[src/rtl/lfp_pkg.sv]
// rtl/lfp_pkg.sv - shared width helpers, float-lane type and max/inf constructors
package lfp_pkg;

    localparam int LFP_EXP_MAX  = 32;
    localparam int LFP_FRAC_MAX = 64;

    // Sized for the widest supported configuration; lanes use the low EXP/FRAC bits.
    typedef struct packed {
        logic                          sign;
        logic                          is_inf;
        logic                          is_zero;
        logic signed [LFP_EXP_MAX-1:0] exp;
        logic [LFP_FRAC_MAX-1:0]       frac;
        logic                          inexact;
    } lfp_float_t;

    function automatic int total_acc(input int non_frac, input int frac);
        return non_frac + frac + 1;
    endfunction

    function automatic int clz_width(input int w);
        return $clog2(w + 1);
    endfunction

    function automatic int max_int(input int a, input int b);
        return (a > b) ? a : b;
    endfunction

    function automatic lfp_float_t lfp_make_inf(input logic sign);
        lfp_float_t r;
        r        = '0;
        r.sign   = sign;
        r.is_inf = 1'b1;
        return r;
    endfunction

    function automatic lfp_float_t lfp_make_max(input logic sign, input int exp_w, input int frac_w);
        lfp_float_t r;
        r      = '0;
        r.sign = sign;
        r.exp  = LFP_EXP_MAX'((1 << (exp_w - 1)) - 1);
        r.frac = {LFP_FRAC_MAX{1'b1}} >> (LFP_FRAC_MAX - frac_w);
        return r;
    endfunction

endpackage

[src/rtl/lfp_lzc.sv]
// rtl/lfp_lzc.sv - leading-zero counter, returns W for an all-zero input
module lfp_lzc #(
    parameter int W  = 16,
    parameter int CW = $clog2(W + 1)
) (
    input  logic [W-1:0]  data_i,
    output logic [CW-1:0] count_o
);

    always_comb begin
        count_o = CW'(W);
        for (int i = 0; i < W; i++) begin
            if (data_i[i]) count_o = CW'(W - 1 - i);
        end
    end

endmodule

[src/rtl/lfp_round_rne.sv]
// rtl/lfp_round_rne.sv - round-to-nearest-even on fraction + guard + sticky
module lfp_round_rne #(
    parameter int FRAC = 23
) (
    input  logic [FRAC-1:0] frac_i,
    input  logic            guard_i,
    input  logic            sticky_i,
    output logic [FRAC-1:0] frac_o,
    output logic            carry_o,
    output logic            inexact_o
);

    logic round_up;

    assign round_up            = guard_i & (sticky_i | frac_i[0]);
    assign {carry_o, frac_o}   = {1'b0, frac_i} + {{FRAC{1'b0}}, round_up};
    assign inexact_o           = guard_i | sticky_i;

endmodule

[src/rtl/linear_fixed_to_float_pipe.sv]
// rtl/linear_fixed_to_float_pipe.sv - 3-stage multi-lane Kulisch accumulator to signed-float converter
module linear_fixed_to_float_pipe
    import lfp_pkg::*;
#(
    parameter int ACC_NON_FRAC    = 16,
    parameter int ACC_FRAC        = 16,
    parameter int EXP             = 8,
    parameter int FRAC            = 23,
    parameter int LANES           = 4,
    parameter int ADJUST_EXP_SIZE = 8
) (
    input  logic                                            clock,
    input  logic                                            resetn,
    input  logic                                            in_valid,
    output logic                                            in_ready,
    input  logic [LANES*(ACC_NON_FRAC+ACC_FRAC+1)-1:0]      in_acc,
    input  logic [LANES-1:0]                                in_is_inf,
    input  logic [LANES-1:0]                                in_is_overflow,
    input  logic [LANES-1:0]                                in_overflow_sign,
    input  logic [LANES*ADJUST_EXP_SIZE-1:0]                in_adjust,
    input  logic                                            in_sat_mode,
    output logic                                            out_valid,
    input  logic                                            out_ready,
    output logic [LANES-1:0]                                out_sign,
    output logic [LANES-1:0]                                out_inf,
    output logic [LANES-1:0]                                out_zero,
    output logic [LANES-1:0]                                out_inexact,
    output logic [LANES*EXP-1:0]                            out_exp,
    output logic [LANES*FRAC-1:0]                           out_frac
);

    localparam int TOTAL_ACC = total_acc(ACC_NON_FRAC, ACC_FRAC);
    localparam int MW        = TOTAL_ACC - 1;
    localparam int CW        = clz_width(MW);
    localparam int NW        = MW + FRAC + 2;
    localparam int EW        = max_int(EXP, ADJUST_EXP_SIZE) + 2;

    localparam logic signed [EW-1:0] E_MAX = EW'((1 << (EXP - 1)) - 1);
    localparam logic signed [EW-1:0] E_MIN = ~E_MAX;

    logic s1_v_q, s2_v_q, s3_v_q;
    logic s1_sat_q, s2_sat_q;
    logic ld_s1, ld_s2, ld_s3;

    // A stage loads when empty or when its contents move on this cycle.
    assign ld_s3     = !s3_v_q || out_ready;
    assign ld_s2     = !s2_v_q || ld_s3;
    assign ld_s1     = !s1_v_q || ld_s2;
    assign in_ready  = ld_s1;
    assign out_valid = s3_v_q;

    always_ff @(posedge clock or negedge resetn) begin
        if (!resetn) begin
            s1_v_q   <= 1'b0;
            s2_v_q   <= 1'b0;
            s3_v_q   <= 1'b0;
            s1_sat_q <= 1'b0;
            s2_sat_q <= 1'b0;
        end else begin
            if (ld_s1) begin
                s1_v_q   <= in_valid;
                s1_sat_q <= in_sat_mode;
            end
            if (ld_s2) begin
                s2_v_q   <= s1_v_q;
                s2_sat_q <= s1_sat_q;
            end
            if (ld_s3) s3_v_q <= s2_v_q;
        end
    end

    for (genvar g = 0; g < LANES; g++) begin : g_lane
        logic [TOTAL_ACC-1:0]        acc;
        logic [MW-1:0]               s1_m_d;
        logic                        s1_mneg_d;
        logic [MW-1:0]               s1_m_q;
        logic                        s1_sign_q, s1_mneg_q, s1_inf_q, s1_ovf_q, s1_ovfs_q;
        logic [ADJUST_EXP_SIZE-1:0]  s1_adj_q;

        assign acc       = in_acc[g*TOTAL_ACC +: TOTAL_ACC];
        assign s1_m_d    = acc[TOTAL_ACC-1] ? (~acc[MW-1:0] + MW'(1)) : acc[MW-1:0];
        // -2^(TOTAL_ACC-1) has no magnitude in MW bits and is flagged separately.
        assign s1_mneg_d = acc[TOTAL_ACC-1] && (acc[MW-1:0] == '0);

        always_ff @(posedge clock or negedge resetn) begin
            if (!resetn) begin
                s1_m_q    <= '0;
                s1_sign_q <= 1'b0;
                s1_mneg_q <= 1'b0;
                s1_inf_q  <= 1'b0;
                s1_ovf_q  <= 1'b0;
                s1_ovfs_q <= 1'b0;
                s1_adj_q  <= '0;
            end else if (ld_s1 && in_valid) begin
                s1_m_q    <= s1_m_d;
                s1_sign_q <= acc[TOTAL_ACC-1];
                s1_mneg_q <= s1_mneg_d;
                s1_inf_q  <= in_is_inf[g];
                s1_ovf_q  <= in_is_overflow[g];
                s1_ovfs_q <= in_overflow_sign[g];
                s1_adj_q  <= in_adjust[g*ADJUST_EXP_SIZE +: ADJUST_EXP_SIZE];
            end
        end

        logic [CW-1:0]         clz;
        logic [MW-1:0]         norm;
        logic [NW-1:0]         ext;
        logic signed [EW-1:0]  s2_e_d;
        logic                  unused_lead;

        lfp_lzc #(.W(MW), .CW(CW)) u_lzc (
            .data_i  (s1_m_q),
            .count_o (clz)
        );

        assign norm        = s1_m_q << clz;
        assign ext         = {norm, {(FRAC + 2){1'b0}}};
        assign unused_lead = ext[NW-1];
        assign s2_e_d      = EW'(ACC_NON_FRAC - 1) - EW'(clz) + EW'(signed'(s1_adj_q));

        logic [FRAC-1:0]       s2_frac_q;
        logic                  s2_guard_q, s2_sticky_q, s2_zero_q;
        logic                  s2_sign_q, s2_mneg_q, s2_inf_q, s2_ovf_q, s2_ovfs_q;
        logic signed [EW-1:0]  s2_e_q;

        always_ff @(posedge clock or negedge resetn) begin
            if (!resetn) begin
                s2_frac_q   <= '0;
                s2_guard_q  <= 1'b0;
                s2_sticky_q <= 1'b0;
                s2_zero_q   <= 1'b0;
                s2_sign_q   <= 1'b0;
                s2_mneg_q   <= 1'b0;
                s2_inf_q    <= 1'b0;
                s2_ovf_q    <= 1'b0;
                s2_ovfs_q   <= 1'b0;
                s2_e_q      <= '0;
            end else if (ld_s2 && s1_v_q) begin
                s2_frac_q   <= ext[NW-2 -: FRAC];
                s2_guard_q  <= ext[NW-2-FRAC];
                s2_sticky_q <= |ext[NW-3-FRAC:0];
                s2_zero_q   <= (s1_m_q == '0);
                s2_sign_q   <= s1_sign_q;
                s2_mneg_q   <= s1_mneg_q;
                s2_inf_q    <= s1_inf_q;
                s2_ovf_q    <= s1_ovf_q;
                s2_ovfs_q   <= s1_ovfs_q;
                s2_e_q      <= s2_e_d;
            end
        end

        logic [FRAC-1:0]       r_frac;
        logic                  r_carry, r_inexact;
        logic signed [EW-1:0]  e_r;
        logic                  ov_sign;
        lfp_float_t            res_d;
        logic                  unused_res;

        lfp_round_rne #(.FRAC(FRAC)) u_rne (
            .frac_i    (s2_frac_q),
            .guard_i   (s2_guard_q),
            .sticky_i  (s2_sticky_q),
            .frac_o    (r_frac),
            .carry_o   (r_carry),
            .inexact_o (r_inexact)
        );

        assign e_r        = s2_e_q + $signed({{(EW - 1){1'b0}}, r_carry});
        assign ov_sign    = s2_ovf_q ? s2_ovfs_q : s2_sign_q;
        assign unused_res = ^res_d;

        always_comb begin
            res_d = '0;
            if (s2_inf_q) begin
                res_d = lfp_make_inf(s2_sign_q);
            end else if (s2_ovf_q || s2_mneg_q || (!s2_zero_q && (e_r > E_MAX))) begin
                res_d = s2_sat_q ? lfp_make_max(ov_sign, EXP, FRAC) : lfp_make_inf(ov_sign);
            end else if (s2_zero_q) begin
                res_d.sign    = s2_sign_q;
                res_d.is_zero = 1'b1;
            end else if (e_r < E_MIN) begin
                res_d.sign    = s2_sign_q;
                res_d.is_zero = 1'b1;
                res_d.inexact = 1'b1;
            end else begin
                res_d.sign    = s2_sign_q;
                res_d.exp     = LFP_EXP_MAX'(e_r);
                res_d.frac    = LFP_FRAC_MAX'(r_frac);
                res_d.inexact = r_inexact;
            end
        end

        logic             o_sign_q, o_inf_q, o_zero_q, o_inexact_q;
        logic [EXP-1:0]   o_exp_q;
        logic [FRAC-1:0]  o_frac_q;

        always_ff @(posedge clock or negedge resetn) begin
            if (!resetn) begin
                o_sign_q    <= 1'b0;
                o_inf_q     <= 1'b0;
                o_zero_q    <= 1'b0;
                o_inexact_q <= 1'b0;
                o_exp_q     <= '0;
                o_frac_q    <= '0;
            end else if (ld_s3 && s2_v_q) begin
                o_sign_q    <= res_d.sign;
                o_inf_q     <= res_d.is_inf;
                o_zero_q    <= res_d.is_zero;
                o_inexact_q <= res_d.inexact;
                o_exp_q     <= res_d.exp[EXP-1:0];
                o_frac_q    <= res_d.frac[FRAC-1:0];
            end
        end

        assign out_sign[g]               = o_sign_q;
        assign out_inf[g]                = o_inf_q;
        assign out_zero[g]               = o_zero_q;
        assign out_inexact[g]            = o_inexact_q;
        assign out_exp[g*EXP +: EXP]     = o_exp_q;
        assign out_frac[g*FRAC +: FRAC]  = o_frac_q;
    end

endmodule

[config.mk]
export PLATFORM = sky130hd
export DESIGN_NAME = linear_fixed_to_float_pipe
export DESIGN_NICKNAME = d
export VERILOG_FILES = /design/src/rtl/lfp_pkg.sv /design/src/rtl/lfp_lzc.sv /design/src/rtl/lfp_round_rne.sv /design/src/rtl/linear_fixed_to_float_pipe.sv
export SDC_FILE = /design/constraint.sdc
export NUM_CORES = 2
export LEC_CHECK = 0
export CORE_MARGIN = 2
export CORE_UTILIZATION = 50
export DETAILED_ROUTE_END_ITERATION = 7
export GPL_ROUTABILITY_DRIVEN = 0
export GPL_TIMING_DRIVEN = 0
export PLACE_DENSITY = 0.71
export SETUP_SLACK_MARGIN = 0.02
export SLEW_MARGIN = 10
export SYNTH_ARGS = -nofsm -noshare
export SYNTH_HDL_FRONTEND = slang
export SYNTH_SLANG_ARGS = --single-unit
[constraint.sdc]
create_clock -name clock -period 6.4 [get_ports clock]
set_clock_uncertainty 0.1 [all_clocks]
set_input_delay 1.28 -clock clock [delete_from_list [all_inputs] [get_ports clock]]
set_output_delay 1.28 -clock clock [all_outputs]
set_load 0.01 [all_outputs]
# Yosys cells after proc, flatten, opt, wreduce, memory -nomap -nowiden
# Index checks and enable logic that the tools add are counted.
# totals
regBits	489
inputBits	181
# op_classes
n_mux	176
reduce_logical	41
n_shift	4
addsub	20
order_cmp	8
bitwise	16
# op_table
op	n
6-bit 2-to-1 mux	128
100-bit 2-to-1 mux	4
99-bit 2-to-1 mux	4
98-bit 2-to-1 mux	4
97-bit 2-to-1 mux	4
96-bit 2-to-1 mux	4
32-bit zero test	8
32-bit by 1-bit adder with 32-bit output (second input constant)	4
32-bit 2-to-1 mux	4
32-bit inverter	4
32-bit by 6-bit left shift with 31-bit output	4
23-bit by 1-bit adder with 24-bit output	4
10-bit by 2-bit adder with 10-bit output	4
10-bit by 8-bit greater-than comparator with 1-bit output (second input constant)	4
10-bit by 8-bit less-than comparator with 1-bit output (second input constant)	4
7-bit by 8-bit adder with 9-bit output	4
7-bit OR reduction	4
4-bit by 6-bit subtractor with 7-bit output (first input constant)	4
1-bit 2-to-1 mux	24
1-bit logical AND	11
1-bit logical OR	11
1-bit bitwise OR	8
1-bit zero test	7
1-bit bitwise AND	4

# Depth between registers and ports, before layout
# depth
ltp_word	34
depth_mapped	20
ltp_nobuf	16

# Cells and area by module
# Synthesis repeated with hierarchy kept, for this count alone.
# unflattened
cells_unflattened	3618
area_unflattened_um2	32483.7
# modules_own_cells
mod	area_per_inst_um2	cells_each	seq_area_each_um2	n_inst
linear_fixed_to_float_pipe	29000.3	3070	12136.6	1
lfp_round_rne	503.0	72	0.0	4
lfp_lzc	367.9	65	0.0	4

# Least setup slack after synthesis
# OpenSTA, ideal clock, no wires.
# synth_timing
kind	input to register
start	in in_acc[11]
end	reg g_lane[0].s1_m_q[31]
stages	8
setup_time_ns	0.130
arrival_time_ns	3.998
required_time_ns	6.170
path_slack_ns	2.173
n_path_buf	0
path_cell_list	or4_4 -> or4_4 -> or3_4 -> or4_4 -> or4_4 -> o41ai_4 -> xor2_1 -> o21ai_1
# synth_via
elab_chain_len	3
# synth_rtl
element	line_no	source
start, declared	linear_fixed_to_float_pipe.sv:16	input logic [LANES*(ACC_NON_FRAC+ACC_FRAC+1)-1:0] in_acc,
32-bit inverter	linear_fixed_to_float_pipe.sv:81	assign s1_m_d = acc[TOTAL_ACC-1] ? (~acc[MW-1:0] + MW'(1)) : acc[MW-1:0];
32-bit by 1-bit adder with 32-bit output	linear_fixed_to_float_pipe.sv:81	
32-bit 2-to-1 mux	linear_fixed_to_float_pipe.sv:81	
end signal, assigned	linear_fixed_to_float_pipe.sv:95	s1_m_q <= s1_m_d;
end, declared	linear_fixed_to_float_pipe.sv:76	logic [MW-1:0] s1_m_q;
# Every way passes these cells.
# A chain may end at the register's enable or synchronous reset.

# Worst setup path in the final report
# layout_timing
start	in out_ready
end	reg g_lane[0].s1_mneg_q
# layout_via
elab_chain_len	4
# layout_rtl
element	line_no	source
start, declared	linear_fixed_to_float_pipe.sv:23	input logic out_ready,
1-bit logical OR	linear_fixed_to_float_pipe.sv:46	assign ld_s3 = !s3_v_q || out_ready;
1-bit logical OR	linear_fixed_to_float_pipe.sv:47	assign ld_s2 = !s2_v_q || ld_s3;
1-bit logical OR	linear_fixed_to_float_pipe.sv:48	assign ld_s1 = !s1_v_q || ld_s2;
1-bit logical AND	linear_fixed_to_float_pipe.sv:94	end else if (ld_s1 && in_valid) begin
end signal, assigned	linear_fixed_to_float_pipe.sv:97	s1_mneg_q <= s1_mneg_d;
end, declared	linear_fixed_to_float_pipe.sv:77	logic s1_sign_q, s1_mneg_q, s1_inf_q, s1_ovf_q, s1_ovfs_q;
# Every way passes these cells.

==> run summary <==
post-synthesis instance total: 3741
number of placement rows: 93
Ys Warns: 0
final wirelength: 107000 microns
global-route total usage across every layer: 31.4%
Area growth, synth to finish: 19.4%
critical path capture point type: flip-flop
Worst Setup Slack, final: 0.804 ns
number of detailed-routing iterations run before antenna repair: 6
Critical Setup Path Class: in -> reg
leakage power of the design: 16.4 nW
Filler Cell Count: 5622
number of unique standard cell types used by synthesis: 83
Root Driver: sky130_fd_sc_hd__clkbuf_16
part of the power in the clock network: 22.6%
WL/cell: 21.3 microns
kind of path behind the tightest hold check: reg -> reg
Startpoint Class: input port
Post-Syn Nets: 3982
detailed-route via count: 30500
R2R cell count: 18
GR Overflow Total: 0
Synth Area per Inst: 8.61 sq um
commonest non-fill, non-tap cells in the layout: sky130_fd_sc_hd__nand2_1, sky130_fd_sc_hd__dfrtp_1, sky130_fd_sc_hd__o21ai_0, sky130_fd_sc_hd__clkdlybuf4s50_1, sky130_fd_sc_hd__a21oi_1
sequential cell fraction of total power: 35.1%
clock latency of the later-clocked register in the worst-skew pair: 0.62 ns
share of the yosys chip area belonging to registers: 37.7%
critical path required time: 6.81 ns
final number of hold-violating endpoints: 0
cell repeated most along the worst path: sky130_fd_sc_hd__clkbuf_1
critical path's slowest cell: sky130_fd_sc_hd__clkbuf_1
DRC viols: 0
portion of synthesized cell area occupied by the leading cell type: 37.7%
largest net degree at the start of global routing: 110
layout cells sized above 1: 6.97%
worst ir drop on vdd: 0.200 mV
final critical path time including I/O delays and setup: 5.60 ns
async set-or-reset flop fraction in the synthesized netlist: 100%
total core area: 0.0641 sq mm
antenna violations before repair: 4
area of the mapped netlist: 0.0322 sq mm
combinational share of power: 42.3%
switching power summed over all nets: 5.68 mW
clock tree from TritonCTS: done
Max Slew Vio Count: 0
clock buffer count from CTS: 52
# clock sinks: 485
clock edge transition at the registers on the reported setup and hold paths: 0.06 ns
y dimension of the die: 258 microns
die extent in x: 258 microns
result of the run: complete, no violations
Die ar.: 0.0665 sq mm
peak per-stage delay on the critical path: 0.99 ns
Worst Setup Slack post-DPL: 0.241 ns
total half-perimeter wirelength after legalization and detailed placement: 80600 microns
Hold Buf Count CTS: 0
detail-routed via count per cell: 6.08
final setup vio count: 0
initial cell density of the core: 50.3%
Arr. time, crit path: 6.00 ns
total of cells resized after clock tree synthesis: 0
level count of the clock H-tree: 2
dominant synthesized flop cell: sky130_fd_sc_hd__dfrtp_1
Hold Crit Depth: 2
worst hold margin: 0.363 ns
Max Root-Sink Buffers: 3
cell-by-cell trace of the critical path: clkdlybuf4s50_1 > nand4b_1 > nand2_1 > clkbuf_1 > clkbuf_1 > clkbuf_2 > clkbuf_1 > nand2_1 > o31ai_1
cell type with the highest aggregate area in the netlist: sky130_fd_sc_hd__dfrtp_1
setup repair after global routing missed its margin: no
fin nets: 4364
largest driver fanout on the critical path: 10
remaining antenna violation count after routing: 0
max-cap violation count: 0
Iteration-0 DRC Markers: 2899
pwr dens: 370 mW/mm^2
IO buf count: 322
Relative slew margins: 10.1%
post-CTS setup buffer count: 0
global-route wire length before repair: 166000 microns
number of primary I/O pins: 323
number of synthesized register bits: 485
vias in the first global route: 28600
Period Utilization, post-route: 87.4%
top achievable clock speed: 179 MHz
most common cell after layout, fill and taps aside: sky130_fd_sc_hd__nand2_1
cell internal power dissipation: 8.58 mW
top cells by area, synth: sky130_fd_sc_hd__dfrtp_1, sky130_fd_sc_hd__nand2_1, sky130_fd_sc_hd__mux2i_1, sky130_fd_sc_hd__o21ai_0, sky130_fd_sc_hd__xor2_1
number of enable-type register cells in the synthesized netlist: 0
switching power as a share of total power: 39.8%
actual transition at the worst max-transition pin: 1.35 ns
## cell families after synthesis
logic type	after synthesis	share of synthesized area [%]
AND/OR/NAND/NOR	1189	17.0
multiplexers	316	10.6
XOR/XNOR	252	6.85
buffers and inverters	365	4.53
AO/OA/AOI/OAI	1074	20.9
flip-flops	485	37.7
adder cells (fa/ha/maj)	60	2.42
## power groups by stage
stage / sequential [mW] / combinational, mW / clock (mW)
final: 5.01 / 6.04 / 3.22
after global routing: 5.12 / 6.53 / 3.37
after detailed placement: 5.02 / 5.88 / 0
after floorplan: 4.86 / 3.61 / 0
after global placement: 5.01 / 5.82 / 0
after CTS: 4.97 / 5.93 / 3.25
## synth_stat cells (27+ instances only)
library cell               instances
sky130_fd_sc_hd__or4_1            28
sky130_fd_sc_hd__nor3_1           60
sky130_fd_sc_hd__a22oi_1          37
sky130_fd_sc_hd__clkbuf_1        210
sky130_fd_sc_hd__a22o_1           53
sky130_fd_sc_hd__o31ai_1          53
sky130_fd_sc_hd__ha_1             56
sky130_fd_sc_hd__nand4_1          27
sky130_fd_sc_hd__mux2_2           98
sky130_fd_sc_hd__a21oi_1         217
sky130_fd_sc_hd__and3_1           32
sky130_fd_sc_hd__mux2i_1         207
sky130_fd_sc_hd__nand2b_1         38
sky130_fd_sc_hd__inv_1            84
sky130_fd_sc_hd__xor2_1          165
sky130_fd_sc_hd__nand3_1          99
sky130_fd_sc_hd__or3_1            29
sky130_fd_sc_hd__nand2_1         583
sky130_fd_sc_hd__nor2_1          169
sky130_fd_sc_hd__o21ai_0         412
sky130_fd_sc_hd__nor4_1           40
sky130_fd_sc_hd__dfrtp_1         485
sky130_fd_sc_hd__xnor2_1          87
## state kept, by name, indices dropped and copies added, names as in the netlist, 32 cells and up
register          cells
g_lane.o_frac_q      92
g_lane.s1_adj_q      32
g_lane.s1_m_q       128
g_lane.s2_frac_q     92
g_lane.o_exp_q       32
g_lane.s2_e_q        36
## worst paths after layout
path,from,endpoint,slack [ns]
min reg2reg,g_lane[0].s1_inf_q,g_lane[0].s2_inf_q,0.36
min,g_lane[0].s1_inf_q,g_lane[0].s2_inf_q,0.36
max reg2reg,g_lane[0].s1_m_q[31],g_lane[0].s2_e_q[8],1.36
max in group asynchronous,resetn,g_lane[1].s2_frac_q[21],4.13
min in group asynchronous,resetn,g_lane[3].s1_m_q[6],0.49
max,out_ready,g_lane[0].s1_mneg_q,0.80
## per-stage QoR
step                total power [mW]  std cells  setup TNS [ns]  area, sq um  util, %
detailed placement              10.9       4924               0        36700     57.2
finish                          14.3       5017               0        38500     60.0
floorplan                       8.48       3741               0        32200        -
CTS                             14.2       5016               0        38500     60.0
global placement                10.8       4918        -8551.93        36500     57.0
global route                    15.0       5017               0        38500     60.0
## per-layer routing
layer	GRT usage [%]	up-vias	wire [microns]
met2	49.3	1381	47600
met4	11.6	2	4410
li1	-	14200	-
met5	0	-	13
met3	5.19	266	8170
met1	43.9	14600	46700
## layout make-up
cell class,instances,area [sq um],area share (%)
multi-input cells,2891,18600,48.4
flip-flops and latches,485,12100,31.5
repair buffers,328,3370,8.76
clock buffers,63,1430,3.70
plain buffers,270,1100,2.87
well taps,855,1070,2.78
clock inverters,29,382,0.992
inverters,95,357,0.927
diodes,1,2.50,0.00650
## critical path: cells and delay by family
family	cells	cell delay [ns]
buffers and inverters	5	3.58
and+or+nand+nor	3	1.01
AOI/OAI and AO/OA	1	0.12
No activity file was read; power rests on OpenSTA's default activity.
